[config.mk]
export PLATFORM = sky130hd
export DESIGN_NAME = alarm_controller
export DESIGN_NICKNAME = d
export VERILOG_FILES = /design/src/rtl/alarm_controller.sv
export SDC_FILE = /design/constraint.sdc
export NUM_CORES = 1
export LEC_CHECK = 0
export CORE_MARGIN = 1
export CORE_UTILIZATION = 55
export CTS_BUF_LIST = sky130_fd_sc_hd__clkbuf_8
export DETAILED_ROUTE_END_ITERATION = 8
export PLACE_DENSITY = 0.76
export SYNTH_ARGS = -nofsm -noshare
export SYNTH_HDL_FRONTEND = slang
export SYNTH_SLANG_ARGS = --single-unit
[constraint.sdc]
create_clock -name clk -period 1.6 [get_ports clk]
set_input_delay 0.32 -clock clk [delete_from_list [all_inputs] [get_ports clk]]
set_output_delay 0.32 -clock clk [all_outputs]
set_load 0.02 [all_outputs]
[src/rtl/alarm_controller.sv]
// alarm_controller: multi-channel alarm block.
// Each channel debounces a raw sensor, latches an alarm and waits for its own
// acknowledge. A fixed-priority encoder reports the lowest active channel, and
// a shared siren blinks while any alarm is unacknowledged.
// Optional feature: define ALARM_TIMEOUT_EN to auto-acknowledge a channel that
// stays ACTIVE for TIMEOUT cycles.
module alarm_controller #(
  parameter int NUM_ALARMS = 3,
  parameter int DEBOUNCE   = 4,
  parameter int BLINK_HALF = 2,
  parameter int ID_W       = 2,
  parameter int TIMEOUT    = 16
) (
  input  logic                  clk,
  input  logic                  reset,
  input  logic                  arm,
  input  logic [NUM_ALARMS-1:0] sensor,
  input  logic [NUM_ALARMS-1:0] ack,
  output logic [NUM_ALARMS-1:0] alarm,
  output logic                  any_alarm,
  output logic [ID_W-1:0]       top_id,
  output logic                  siren
);

  typedef enum logic [1:0] {
    IDLE    = 2'd0,
    PENDING = 2'd1,
    ACTIVE  = 2'd2,
    ACKED   = 2'd3
  } state_t;

  // One counter per channel serves both debounce and timeout, so it is sized
  // for the larger of the two terminal counts in every build.
  localparam int CNT_MAX = (TIMEOUT > DEBOUNCE) ? TIMEOUT : DEBOUNCE;
  localparam int CNT_W   = $clog2(CNT_MAX);
  localparam int BCNT_W  = $clog2(BLINK_HALF) + 1;

  localparam logic [CNT_W-1:0]  DEB_LAST = CNT_W'(DEBOUNCE - 1);
`ifdef ALARM_TIMEOUT_EN
  localparam logic [CNT_W-1:0]  TO_LAST  = CNT_W'(TIMEOUT - 1);
`endif
  localparam logic [BCNT_W-1:0] BH_LAST  = BCNT_W'(BLINK_HALF - 1);

  state_t           state      [NUM_ALARMS];
  state_t           next_state [NUM_ALARMS];
  logic [CNT_W-1:0] cnt        [NUM_ALARMS];
  logic [CNT_W-1:0] next_cnt   [NUM_ALARMS];
  logic [BCNT_W-1:0] bcnt;

  // State register: channel FSMs, counters and the registered alarm vector.
  // NOTE: the per-channel arrays are control state, not storage, so every
  // element is explicitly reset; they must never power up mid-sequence.
  always_ff @(posedge clk or negedge reset) begin
    if (!reset) begin
      for (int i = 0; i < NUM_ALARMS; i++) begin
        state[i] <= IDLE;
        cnt[i]   <= '0;
      end
      alarm <= '0;
    end else begin
      // NOTE: non-blocking assignments keep every flop updating from the
      // pre-edge values, independent of statement order.
      for (int i = 0; i < NUM_ALARMS; i++) begin
        state[i] <= next_state[i];
        cnt[i]   <= next_cnt[i];
        alarm[i] <= (next_state[i] == ACTIVE);
      end
    end
  end

  // Next-state logic for every channel; arm=0 overrides everything.
  always_comb begin
    for (int i = 0; i < NUM_ALARMS; i++) begin
      // NOTE: hold-by-default assignments first, so no path leaves a signal
      // unassigned and no latch is inferred.
      next_state[i] = state[i];
      next_cnt[i]   = cnt[i];
      if (!arm) begin
        next_state[i] = IDLE;
        next_cnt[i]   = '0;
      end else begin
        case (state[i])
          IDLE: begin
            if (sensor[i]) begin
              next_state[i] = PENDING;
              next_cnt[i]   = CNT_W'(1);
            end
          end
          PENDING: begin
            if (!sensor[i]) begin
              next_state[i] = IDLE;
              next_cnt[i]   = '0;
            end else if (cnt[i] == DEB_LAST) begin
              next_state[i] = ACTIVE;
              next_cnt[i]   = '0;
            end else begin
              next_cnt[i] = cnt[i] + CNT_W'(1);
            end
          end
          ACTIVE: begin
`ifdef ALARM_TIMEOUT_EN
            if (ack[i] || (cnt[i] == TO_LAST)) begin
              next_state[i] = sensor[i] ? ACKED : IDLE;
              next_cnt[i]   = '0;
            end else begin
              next_cnt[i] = cnt[i] + CNT_W'(1);
            end
`else
            if (ack[i]) begin
              next_state[i] = sensor[i] ? ACKED : IDLE;
              next_cnt[i]   = '0;
            end
`endif
          end
          ACKED: begin
            // A sensor still high after acknowledge must fall before it can
            // raise a new alarm.
            if (!sensor[i]) begin
              next_state[i] = IDLE;
              next_cnt[i]   = '0;
            end
          end
          default: begin
            next_state[i] = IDLE;
            next_cnt[i]   = '0;
          end
        endcase
      end
    end
  end

  // Output decode: summary flag and fixed-priority encoder (lowest index wins).
  always_comb begin
    any_alarm = |alarm;
    top_id    = '0;
    for (int i = NUM_ALARMS - 1; i >= 0; i--) begin
      if (alarm[i]) top_id = ID_W'(i);
    end
  end

  // Siren blinker: half-period BLINK_HALF, silent whenever no alarm is up.
  always_ff @(posedge clk or negedge reset) begin
    if (!reset) begin
      siren <= 1'b0;
      bcnt  <= '0;
    end else if (!any_alarm) begin
      siren <= 1'b0;
      bcnt  <= '0;
    end else if (bcnt == BH_LAST) begin
      siren <= ~siren;
      bcnt  <= '0;
    end else begin
      bcnt <= bcnt + BCNT_W'(1);
    end
  end

endmodule

### Word-level counts from Yosys, hierarchy flattened

Cells that the tools add are included.

* flip-flop bits (word level): 24
* bits of input ports: 9
* output and inout port bits: 7
* word-level logic and storage cells: 99

* bitwise logic cells: 1
* muxes and demuxes: 52
* reductions and logical operators: 7
* equal/unequal tests: 26
* add/sub/neg operators: 4

Operators with widths (number)
* $mux W4: 18
* $mux W2: 26
* $pmux W4 S4: 3
* $ne A3 B3 Y1 const B: 9
* $pmux W2 S4: 3
* $eq A2 B2 Y1 const B: 9
* $add A4 B1 Y4 const B: 3
* $eq A4 B2 Y1 const B: 3
* $reduce_and A3 Y1: 3
* $eq A2 B1 Y1 const B: 4
* $logic_not A2 Y1: 3
* $reduce_or A3 Y1: 1
* $add A2 B1 Y2 const B: 1
* $mux W1: 2
* $ne A2 B1 Y1 const B: 1
* $not A1 Y1: 1

### Longest topological paths before layout

* depth after elaboration: 6
* depth in mapped cells: 5
* depth with buffers taken out: 5

### Worst setup path before layout

Ideal clock, no wire load.

* kind: flip-flop to output port
* from: register alarm[1]
* to: output top_id[1]
* path slack: 0.255 ns
* path buffers: 0
* stages on the path, launching flop included: 2
* data required time: 1.280 ns
* data arrival time: 1.025 ns
* cell sequence: dfrtp_1 -> nor3b_1

* word-level cells in the longest chain between the ends: 2

RTL lines
* start: declaration: line 19 `output logic [NUM_ALARMS-1:0] alarm,`
* start signal: indexed assignment: line 66 `alarm[i] <= (next_state[i] == ACTIVE);`
* $mux W2 (2 in series): line 137 `if (alarm[i]) top_id = ID_W'(i);`
* end: declaration: line 21 `output logic [ID_W-1:0] top_id,`

No other way between the ends.

### Worst setup path in the final report

Same ends and word-level chain as after synthesis.

==> summary.md <==
For the initial antenna violation count, the log shows 0. The switching power is 273.2 uW. The number of hold buffers added after CTS was 0. At the pin with the least slew margin, the transition time is 0.3905 ns. The area growth from synthesis to layout is 24.45%. The x dimension of the die works out to 51.66 um. The last weighted congestion value of the routability-driven placer is 0.7832. The worst min-delay path category was input port to asynchronous set/reset pin. Pin placement for this block handled 16 I/O pins.

The number of inserted diodes was 0; the power per unit of standard cell area was 763.1 mW/mm^2. In this run, CTS created clock tree buffers numbering 3. TritonCTS built the clock tree.

The portion of synthesized cell area occupied by the leading cell type is 0.4428. The critical path goes through nor3b_1 > clkdlybuf4s15_1. The logs give 0.6433 GHz for the maximum clock frequency and 1150 for the total number of vias. The worst slew slack as a fraction of its limit is 0.7329.

The analysis attributes to cell leakage a power of 0.8245 nW. The number of placed instances, taps included, is 193. The tools report the sort of element at the end of the critical path as an output pin. The endpoint required time on the critical path was 1.28 ns; the DRC violation count after routing was 0. The share of power burned in registers is 0.491. The logs give 0.7416 for the post-route core utilization and 0.002276 mm^2 for the placeable core region. The worst slack at placement was -0.07245 ns; the ratio of final minimum period to clock period was 0.9715.

The run gives 39 as the count of unique library cells instantiated by Yosys. The count of buffering cells on the critical path with inverters included was 1; the row count was 17. The cell type group with the largest total delay on the critical path was flip-flops. Setup repair after global routing left no endpoint under its margin.

Cell internal power was estimated by the tool at 1.015 mW. VDD sags by at most 471.6 uV. At the worst endpoint, the arrival time is 1.23 ns. The tree built by TritonCTS fans out to 24 sinks. For the worst hold slack after final layout, the log shows 0.4087 ns. Peak per-stage delay on the critical path: 0.42 ns. The cell sitting at the root of the clock tree is a sky130_fd_sc_hd__clkbuf_8.

The number of max-capacitance violations reported is 0, and the post-route worst setup slack is 0.04555 ns. The H-tree depth was 1; the number of endpoints with negative hold slack in the final report was 0. The tools report the slack of the worst reg-to-reg path as 0.22 ns. Averaged over all synthesized cells, the footprint is 9.485 um^2.

The die is 51.66 um tall. The run finished with clean final reports. The first routing iteration left 21 violations. Entering global routing, the biggest net connects 25 pins.

The global-route usage over all layers is 0.2586. The post-detailed-routing wire length came out at 2928 um. The HPWL after detailed placement is 2130 um, and the part of the power in combinational logic is 0.103.

The global route total overflow was 0; the wire length of the first global-routing pass was 5140 um. The net count of the finished layout is 183. By startpoint and endpoint, the worst setup path is classified as flip-flop to output pin. Fill cells in the final layout number 165. The tools report the later-pin clock latency in the skew report as 0.26 ns. Initial core utilization: 0.5959. Clock skew on the completed layout was measured at 0.003904 ns.

The library cell occupying the most area in the post-synthesis netlist is sky130_fd_sc_hd__dfrtp_1. Count of port buffers added during placement: 15. Overall power consumption after layout is estimated at 1.288 mW.

In the post-synthesis netlist, the biggest area contributors are sky130_fd_sc_hd__dfrtp_1, sky130_fd_sc_hd__a21oi_1, sky130_fd_sc_hd__nand2_1. The tools report the first-pass iteration count of the detailed router as 4. For this run, the number of Yosys warnings is 0.

The number of max-slew violations in the final report was 0; the number of vias per cell was 5.808. The post-synthesis sequential element count was 24; the setup violation total in the final timing report was 0. Among all stages on the critical path, the largest delay is contributed by sky130_fd_sc_hd__dfrtp_1. The clock slew seen by the registers of the worst setup and hold paths works out to 0.09 ns. The tools report the via count of the first global-routing pass as 1189.

Routed wire length per instance: 14.79 um. The count of nets left with antenna violations once routing finished came out at 0. The total die area is 0.002669 mm^2. The power share of the clock group came out at 0.406. The number of cells produced by synthesis is 143, and the maximum net fanout on the critical path is 3. The clock passes through at most 2 buffers. The post-layout minimum cycle time works out to 1.554 ns. The fraction of layout cells with a size suffix above 1 was 0.1647; the area of the mapped netlist was 0.001356 mm^2.

The worst setup path is launched from a flip-flop. The net switching share of the total power was 0.2121. The tools report the total nets after synthesis as 155.

The count of cells in the finished layout, fillers not included, comes to 198. The share of synthesized area occupied by flip-flops and latches was 0.4428.
cells in the mapped netlist (all sizes together):
library cell	instances
xnor2	1
and4bb	1
nor3	7
inv	7
ha	3
a21oi	14
a21o	3
nand3b	3
o21a	1
a211oi	1
and3	2
dfrtp	24
nor2b	8
mux2i	1
mux2	2
or2b	1
and2	2
nand3	4
a31oi	1
a311oi	2
nand2b	4
nand4b	4
nor3b	7
buf	3
nor2	10
nand2	12
o211ai	1
a22o	2
nand4	2
o21ai	8
a2111oi	1
a21bo	1
cells in the final DEF (no fill, tap or decap), types with 2 or more instances in the layout:
| cell type | count |
|---|---|
| sky130_fd_sc_hd__dfrtp_1 | 24 |
| sky130_fd_sc_hd__a21oi_1 | 13 |
| sky130_fd_sc_hd__nand2_1 | 12 |
| sky130_fd_sc_hd__buf_4 | 11 |
| sky130_fd_sc_hd__nor2_1 | 10 |
| sky130_fd_sc_hd__clkdlybuf4s50_1 | 8 |
| sky130_fd_sc_hd__nor2b_1 | 7 |
| sky130_fd_sc_hd__nor3_1 | 6 |
| sky130_fd_sc_hd__inv_1 | 5 |
| sky130_fd_sc_hd__nor3b_2 | 4 |
| sky130_fd_sc_hd__o21ai_0 | 4 |
| sky130_fd_sc_hd__nand3_1 | 4 |
| sky130_fd_sc_hd__nand4b_1 | 4 |
| sky130_fd_sc_hd__o21ai_1 | 4 |
| sky130_fd_sc_hd__nand2b_1 | 4 |
| sky130_fd_sc_hd__nor3b_1 | 3 |
| sky130_fd_sc_hd__a21o_1 | 3 |
| sky130_fd_sc_hd__nand3b_1 | 3 |
| sky130_fd_sc_hd__ha_1 | 3 |
| sky130_fd_sc_hd__clkbuf_8 | 3 |
| sky130_fd_sc_hd__clkdlybuf4s15_1 | 3 |
| sky130_fd_sc_hd__inv_2 | 2 |
| sky130_fd_sc_hd__and2_1 | 2 |
| sky130_fd_sc_hd__and3_1 | 2 |
| sky130_fd_sc_hd__a22o_1 | 2 |
| sky130_fd_sc_hd__nand4_1 | 2 |
| sky130_fd_sc_hd__a311oi_1 | 2 |
| sky130_fd_sc_hd__dlygate4sd2_1 | 2 |
| sky130_fd_sc_hd__dlymetal6s2s_1 | 2 |
stage by stage:
| step | setup TNS [ns] | area, um^2 |
|---|---|---|
| 6_report | 0 | 1688 |
| 5_1_grt | 0 | 1688 |
| 4_1_cts | 0 | 1667 |
| 3_5_place_dp | -0.1893 | 1597 |
| 3_3_place_gp | -0.03088 | 1597 |
| 2_1_floorplan | 0 | 1356 |
logic make-up after synthesis:
group                      synth area share
and+or+nand+nor                      0.2970
DFF                                  0.4428
buffers and inverters               0.03413
muxes                               0.02675
AOI/OAI and AO/OA                    0.1651
xor gates and xnor gates           0.006459
adders and majority gates           0.02768
power by group through the flow:
stage	combinational, mW	sequential (mW)	clock [mW]
6_report	0.133	0.633	0.522
2_1_floorplan	0.0581	0.642	0
5_1_grt	0.147	0.636	0.554
3_5_place_dp	0.132	0.644	0
3_3_place_gp	0.126	0.644	0
4_1_cts	0.133	0.633	0.533
sequential cells by signal, summed over array words and instances (netlist names):
| signal | count |
|---|---|
| bcnt | 2 |
| siren | 1 |
| state | 6 |
| alarm | 3 |
| cnt | 12 |
final timing paths:
| kind | endpoint | cells past startpoint | from |
|---|---|---|---|
| setup / recovery | top_id[1] | 2 | alarm[1] |
| hold / removal | cnt[7] | 2 | reset |
| setup reg to reg | cnt[8] | 5 | cnt[9] |
| hold reg to reg | bcnt[0] | 1 | bcnt[0] |
| max in group asynchronous | state[5] | 2 | reset |
| min in group clk | bcnt[0] | 1 | bcnt[0] |
repair_timing:
item	4_1_cts	5_1_grt
resized for setup	6	6
cloned	0	0
setup buffers	0	1
setup endpoints to repair	5	5
pin swaps	0	1
layout make-up:
class | instances | area, um^2 | area share
inverter | 7 | 26.28 | 0.01557
clock inverter | 1 | 30.03 | 0.01779
multi-input combinational | 109 | 719.4 | 0.4262
clock buffer | 3 | 41.29 | 0.02446
timing repair buffer | 26 | 235.2 | 0.1394
tap | 28 | 35.03 | 0.02076
sequential | 24 | 600.6 | 0.3558
metal layers:
metal | GRT usage | share of wire | vias up
met3 | 0.02924 | 0.027 | 2
met2 | 0.4545 | 0.50 | 23
li1 | - | - | 566
met5 | 0 | 0 | -
met1 | 0.3327 | 0.47 | 559
met4 | 0.07658 | 0.0055 | 0
No activity file was read; power rests on OpenSTA's default activity.
